--- src/rtl/fetch_ctrl.sv ---
// ---------------------------------------------------------------------------
// fetch_ctrl -- instruction-fetch sequencing FSM.
//
// Issues one read request at a time to instruction memory, waits for the
// data, and tells the PC/decode logic what to do with it. Redirects (taken
// branches/jumps) squash an in-flight fetch. Decode back-pressure parks the
// fetched instruction in HOLD. A HALT instruction parks the machine in
// HALTED, which fires a single memory-dump pulse.
//
// Optional build macro:
//   FETCH_CTRL_TIMEOUT_EN  - bound the time spent in WAIT/DROP to
//                            TIMEOUT_CYCLES cycles. On expiry, raise the sticky
//                            err flag and enter HALTED. When the macro is
//                            undefined, err is tied low and memory may take
//                            arbitrarily long.
//
// Parameters:
//   TIMEOUT_CYCLES  maximum WAIT/DROP residency before a timeout
//                   (only meaningful with FETCH_CTRL_TIMEOUT_EN)
//
// Ports:
//   clk           in   sole clock, rising edge
//   rst           in   synchronous active-high reset
//   mem_done      in   instruction memory returns data this cycle
//   redirect      in   branch/jump taken; PC source is the target path
//   hazard_stall  in   decode cannot accept an instruction this cycle
//   halt_dec      in   the currently valid instruction is HALT
//   mem_rd        out  one-cycle read-request strobe (pure Moore)
//   PCWriteEn     out  PC register write enable
//   isNop         out  select stall PC and inject a bubble into decode
//   instr_valid   out  fetched instruction is valid to decode
//   dump          out  one-cycle memory-dump pulse on entry to HALTED
//   err           out  sticky fetch-timeout flag
// ---------------------------------------------------------------------------
module fetch_ctrl #(
    parameter int TIMEOUT_CYCLES = 16
) (
    input  logic clk,
    input  logic rst,
    input  logic mem_done,
    input  logic redirect,
    input  logic hazard_stall,
    input  logic halt_dec,
    output logic mem_rd,
    output logic PCWriteEn,
    output logic isNop,
    output logic instr_valid,
    output logic dump,
    output logic err
);

    typedef enum logic [2:0] {
        S_IDLE   = 3'd0,
        S_REQ    = 3'd1,
        S_WAIT   = 3'd2,
        S_DROP   = 3'd3,
        S_HOLD   = 3'd4,
        S_HALTED = 3'd5
    } state_t;

    state_t state;
    state_t state_nx;

    // Set after the first cycle spent in HALTED, so dump fires only once.
    logic halt_seen;

    // Asserted on the last permitted WAIT/DROP cycle with no data returned.
    logic timeout_hit;

    // -----------------------------------------------------------------------
    // State register
    // -----------------------------------------------------------------------
    // NOTE: sequential state uses non-blocking assignments only, so every
    // flop samples values from before the edge and process order is irrelevant.
    always_ff @(posedge clk) begin
        if (rst) begin
            state     <= S_IDLE;
            halt_seen <= 1'b0;
        end else begin
            state     <= state_nx;
            halt_seen <= (state == S_HALTED);
        end
    end

    // -----------------------------------------------------------------------
    // Optional fetch timeout
    // -----------------------------------------------------------------------
`ifdef FETCH_CTRL_TIMEOUT_EN
    // The counter only has to reach TIMEOUT_CYCLES-1; the fire condition
    // leaves WAIT/DROP, which clears the counter before it can wrap.
    localparam int CNT_W = (TIMEOUT_CYCLES > 1) ? $clog2(TIMEOUT_CYCLES) : 1;

    logic [CNT_W-1:0] wait_cnt;
    logic             err_q;
    logic             waiting;
    logic             waiting_nx;

    assign waiting     = (state == S_WAIT) || (state == S_DROP);
    assign waiting_nx  = (state_nx == S_WAIT) || (state_nx == S_DROP);
    assign timeout_hit = waiting && !mem_done &&
                         (int'(wait_cnt) == TIMEOUT_CYCLES - 1);

    always_ff @(posedge clk) begin
        if (rst) begin
            wait_cnt <= '0;
            err_q    <= 1'b0;
        end else begin
            // WAIT->DROP keeps counting: the same request is still overdue.
            if (waiting && waiting_nx) begin
                wait_cnt <= wait_cnt + CNT_W'(1);
            end else begin
                wait_cnt <= '0;
            end
            if (timeout_hit) begin
                err_q <= 1'b1;
            end
        end
    end

    assign err = err_q;
`else
    assign timeout_hit = 1'b0;
    assign err         = 1'b0;

    // TIMEOUT_CYCLES has no function in this build; keep it referenced so the
    // parameter list stays identical between both builds.
    logic timeout_unused;
    assign timeout_unused = (TIMEOUT_CYCLES != 0);
`endif

    // -----------------------------------------------------------------------
    // Next state and outputs
    // -----------------------------------------------------------------------
    // mem_rd depends on state alone. The other outputs are qualified by the
    // registered state, so none of them can assert from IDLE or REQ.
    always_comb begin
        // NOTE: next state and every output get a default before the case,
        // so no branch leaves a value unassigned and no latch is inferred.
        state_nx    = state;
        mem_rd      = 1'b0;
        PCWriteEn   = 1'b0;
        isNop       = 1'b0;
        instr_valid = 1'b0;
        dump        = 1'b0;

        unique case (state)
            S_IDLE: begin
                state_nx = S_REQ;
            end

            // One request strobe. A redirect this cycle means the returning
            // data belongs to the old path, so wait for it in DROP.
            S_REQ: begin
                mem_rd   = 1'b1;
                state_nx = redirect ? S_DROP : S_WAIT;
            end

            S_WAIT: begin
                if (redirect) begin
                    if (mem_done) begin
                        // Data and redirect in the same cycle: discard the data
                        // immediately, exactly as DROP would.
                        PCWriteEn = 1'b1;
                        isNop     = 1'b1;
                        state_nx  = S_REQ;
                    end else begin
                        state_nx = S_DROP;
                    end
                end else if (mem_done) begin
                    instr_valid = 1'b1;
                    if (halt_dec) begin
                        state_nx = S_HALTED;
                    end else if (hazard_stall) begin
                        state_nx = S_HOLD;
                    end else begin
                        PCWriteEn = 1'b1;
                        state_nx  = S_REQ;
                    end
                end
            end

            // Wait for the squashed fetch to complete so that only one request
            // is ever outstanding, then bubble decode and take the new PC.
            S_DROP: begin
                if (mem_done) begin
                    PCWriteEn = 1'b1;
                    isNop     = 1'b1;
                    state_nx  = S_REQ;
                end
            end

            // The instruction stays presented until decode takes it. A
            // redirect wins over both halt and stall.
            S_HOLD: begin
                if (redirect) begin
                    PCWriteEn = 1'b1;
                    isNop     = 1'b1;
                    state_nx  = S_REQ;
                end else begin
                    instr_valid = 1'b1;
                    if (halt_dec) begin
                        state_nx = S_HALTED;
                    end else if (!hazard_stall) begin
                        PCWriteEn = 1'b1;
                        state_nx  = S_REQ;
                    end
                end
            end

            // Terminal until reset; dump only on the entry cycle.
            S_HALTED: begin
                dump = !halt_seen;
            end

            default: begin
                state_nx = S_IDLE;
            end
        endcase

        // Timeout overrides any WAIT/DROP transition. Outputs are already 0
        // whenever it can fire, because mem_done is low.
        if (timeout_hit) begin
            state_nx = S_HALTED;
        end
    end

endmodule

--- config.mk ---
export PLATFORM = sky130hd
export DESIGN_NAME = fetch_ctrl
export DESIGN_NICKNAME = d
export VERILOG_FILES = /design/src/rtl/fetch_ctrl.sv
export SDC_FILE = /design/constraint.sdc
export NUM_CORES = 1
export LEC_CHECK = 0
export BUFFER_PORTS_ARGS = -buffer_cell sky130_fd_sc_hd__buf_4
export CAP_MARGIN = 20
export CORE_AREA = 2 2 39 41
export DETAILED_ROUTE_END_ITERATION = 7
export DIE_AREA = 0 0 41 43
export MAX_ROUTING_LAYER = met4
export PLACE_DENSITY = 0.48
export SETUP_SLACK_MARGIN = 0.3
export SLEW_MARGIN = 10
export SYNTH_ARGS = -nofsm -noshare
export SYNTH_HDL_FRONTEND = slang
export SYNTH_SLANG_ARGS = --single-unit
export TNS_END_PERCENT = 1
--- constraint.sdc ---
create_clock -name clk -period 1.6 [get_ports clk]
set_input_delay 0.32 -clock clk [delete_from_list [all_inputs] [get_ports clk]]
set_output_delay 0.32 -clock clk [all_outputs]
set_load 0.05 [all_outputs]
# Word level (Yosys, flattened, before mapping)

Cells that the tools add are included.

Input port bits: 6
Output and inout port bits: 6
Register bits after elaboration: 4

Reductions and logical operators: 3
Bitwise gates (word level): 1
Equality and inequality tests: 8
Mux-type cells: 26

Operators with widths:

| kind                                                            | count |
|---|---|
| 3-bit 2-to-1 mux                                                | 8 |
| 3-bit case mux with 6 select lines                              | 1 |
| 1-bit 2-to-1 mux                                                | 13 |
| 3-bit by 2-bit == test with 1-bit output, second input constant | 2 |
| 3-bit == test, second input constant                            | 2 |
| 1-bit case mux with 3 select lines                              | 2 |
| 4-bit != test, second input constant                            | 1 |
| 4-bit AND reduction                                             | 1 |
| 3-bit by 1-bit == test with 1-bit output, second input constant | 1 |
| 3-bit logical NOT                                               | 1 |
| 3-bit != test, second input constant                            | 1 |
| 2-bit 2-to-1 mux                                                | 1 |
| 2-bit != test, second input constant                            | 1 |
| 1-bit case mux with 2 select lines                              | 1 |
| 1-bit logical NOT                                               | 1 |
| 1-bit NOT                                                       | 1 |

# Longest topological paths before layout

Depth in word-level cells: 5
Gate-level depth with buffers: 4

# Least setup slack after synthesis

No wires, ideal clock.

Kind: register to output
Start point: register state[0]
End point: output instr_valid
Arrival time: 1.723 ns
Path slack: -0.443 ns
Data required time: 1.280 ns
Cell stages (with the launch flop): 4
Cells stage by stage: dfxtp_1 -> buf_6 -> nor2_1 -> a21boi_0

Longest elaborated chain between the ends: 2
Elaborated cells between the ends (all ways): 3
Classes of those cells: eq/ne (2); mux (1)

Ends and longest elaborated chain:

| what                                                                      | line | source |
|---|---|---|
| start, declared                                                           | 61   | `state_t state;` |
| start signal, assigned                                                    | 80   | `state <= state_nx;` |
| 3-bit == test or 3-bit by 2-bit == test with 1-bit output (tied branches) | 146  | `unique case (state)` |
| 1-bit case mux with 2 select lines (*)                                    | 146  |  |
| end, declared                                                             | 47   | `output logic instr_valid,` |

Mark *: on every way between the ends. The rest lies on a longest branch, timed or not.

# Worst setup path after layout

Start point: register state[2]
End point: output PCWriteEn

Longest elaborated chain between the ends: 2
Elaborated cells between the ends (all ways): 4
Classes of those cells: eq/ne (3); mux (1)

Ends and longest elaborated chain:

| what                                                                      | line | source |
|---|---|---|
| 3-bit == test or 3-bit by 2-bit == test with 1-bit output (tied branches) | 146  |  |
| 1-bit case mux with 3 select lines (*)                                    | 146  |  |
| end, declared                                                             | 45   | `output logic PCWriteEn,` |

Marks and branches as above.

==> reports/results.txt <==
Mapped Avg Cell Area: 7.92 um^2
final core occ: 35.8%
Congestion Overflow GR: 0
CP Capture Type: primary output
Mapped Cells: 33
critical path type: flip-flop to primary output
Die X: 41 um
HP Start: rst
post-route ant nets: 0
fraction of layout instances using a drive strength above 1: 59.2%
r2r setup slk: 0.44 ns
clock skew: 0.00243 ns
Tot Pwr: 0.000366 W
RSZ-0062 raised after global routing: yes
Pleak: 0.193 nW
WL per Instance: 10.2 um
Tcrit/Tclk final: 96.4%
DR vias/cell: 4.58
DRT Pass-1 Iters: 1
number of synthesized register bits: 4
hold buffers post-CTS: 0
clock-pin slew on the worst setup and hold paths: 0.04 ns
GRT Resource Usage Total: 9.03%
post-synth net total: 39
min-delay worst type: input pin to flip-flop
Worst EP required: 1.28 ns
endpoints failing setup: 0
post-synthesis cell area: 262 um^2
I/O Buffers: 10
Clk Latency, worst-skew pair: 0.23 ns
crit-path max FO: 3
DRT Wirelength: 664 um
most frequent cells in the layout: buf_4, buf_6, nor2_1, clkbuf_4
maximum VDD drop: 0.000169 V
Diodes inserted: 0
Finished Cell Area: 495 um^2
Die Y: 43 um
gpl congestion: 0.780
DR DRC count: 0
number of global-route vias before repair: 275
critical path arrival: 1.22 ns
final setup TNS: 0 ns
Placed Instance Area: 398 um^2
Max Root-Sink Buffers: 2
via count: 298
Post-DP HPWL: 483 um
Period minus WS final: 1.54 ns
Hold Violations, Final: 0
fin nets: 57
Slew Viols, Final: 0
Critical Path Start Type: flip-flop
pin count of the biggest net entering global routing: 10
RR Startpoint: state[1]$_SDFFE_PP0P_
num rows: 14
commonest non-fill, non-tap cell in the layout: buf_4
Root Buffer: clkbuf_4
worst setup path start: state[2]$_SDFFE_PP0P_
Max Fclk: 648 MHz
Area Overhead vs Synth: 89.5%
initial antenna violation count: 0
Unique masters post-synth: 21
DRT iter0 DRCs: 0
CTS H-tree depth: 1
CTS Buf Count: 3
die footprint: 0.00176 mm^2
I/O pins: 12
register area share after synthesis: 30.6%
Pwr per Cell Area: 739 mW/mm^2
core area: 0.00138 mm^2
Syn. warnings: 0
TritonCTS clock tree: built
first-pass GRT wire length: 1060 um
Initial Utilization: 18.9%
max_cap viols: 0
sinks on the clock net: 4
status: completed
[worst max-delay path: stages (launching register included)]
cell	delay, ns
dfxtp_4	0.35
nand3b_1	0.20
o21a_4	0.17
a21oi_4	0.11
buf_6	0.17
[layout make-up]
type / count / area, um^2
Sequential cell: 4 / 88.8
Tap cell: 16 / 20.0
Inverter: 2 / 7.51
Timing Repair Buffer: 15 / 143
Clock buffer: 3 / 22.5
Multi-Input combinational cell: 25 / 214
Fill cell: 148 / 888
[flip-flops by register name, summed over array words and instances, names as in the netlist]
| signal | count |
|---|---|
| state | 3 |
| halt_seen | 1 |
[Yosys cell counts, drive strengths merged]
| library cell | instances | area (um^2) |
|---|---|---|
| nor4b | 1 | 8.76 |
| buf | 2 | 18.8 |
| nand3 | 1 | 5.00 |
| or2 | 1 | 6.26 |
| o21ai | 1 | 5.00 |
| nor3 | 1 | 5.00 |
| nor3b | 1 | 7.51 |
| o32ai | 1 | 8.76 |
| o21a | 2 | 15.0 |
| a21oi | 2 | 10.0 |
| nor2 | 5 | 18.8 |
| nor2b | 1 | 6.26 |
| inv | 2 | 7.51 |
| dfxtp | 4 | 80.1 |
| nand2b | 2 | 12.5 |
| nand3b | 1 | 7.51 |
| conb | 1 | 3.75 |
| a2111oi | 3 | 27.5 |
| a21boi | 1 | 7.51 |
[path summary, 6_finish.rpt]
path,to,depth (start not counted)
worst max-delay path,PCWriteEn,4
worst max register to register,state[0]$_SDFFE_PP0P_,4
worst min-delay path,state[0]$_SDFFE_PP0P_,2
worst min register to register,state[1]$_SDFFE_PP0P_,2
[logic make-up after synthesis]
group	after synthesis	synth area share (%)
flip-flops	4	30.6
buffers and inverters	4	10.0
other	1	1.43
AND/OR/NAND/NOR	14	29.7
AO/OA/AOI/OAI	10	28.2
[stage by stage]
| stage | setup WS (ns) | instances | hold WS, ns |
|---|---|---|---|
| floorplan | 0.119 | 33 | 0.392 |
| global placement | 0.168 | 60 | 0.527 |
| detailed placement | 0.167 | 60 | 0.529 |
| CTS | 0.0464 | 65 | 0.283 |
| global route | -0.0260 | 65 | 0.277 |
| finish | 0.0579 | 65 | 0.296 |
[metal layers]
layer | up-vias | wire length (um) | track usage (%)
met3 | 0 | 46 | 1.57
li1 | 150 | - | -
met1 | 139 | 329 | 11.8
met4 | 0 | 0 | 8.00
met2 | 9 | 288 | 11.3
met5 | - | 0 | -
[timing repair]
action	4_1_cts	5_1_grt
gates resized for setup	11	6
endpoints found under the setup margin	5	5
setup buffers	2	0
cloned	0	0
pin swaps	1	2
[power by group]
part           internal (W)  switching (W)  leakage, nW
clock             0.0000838      0.0000394       0.0138
combinational     0.0000594      0.0000678        0.144
sequential         0.000106     0.00000971       0.0344
total              0.000249       0.000117        0.193
(Power assumes the default switching activity.)
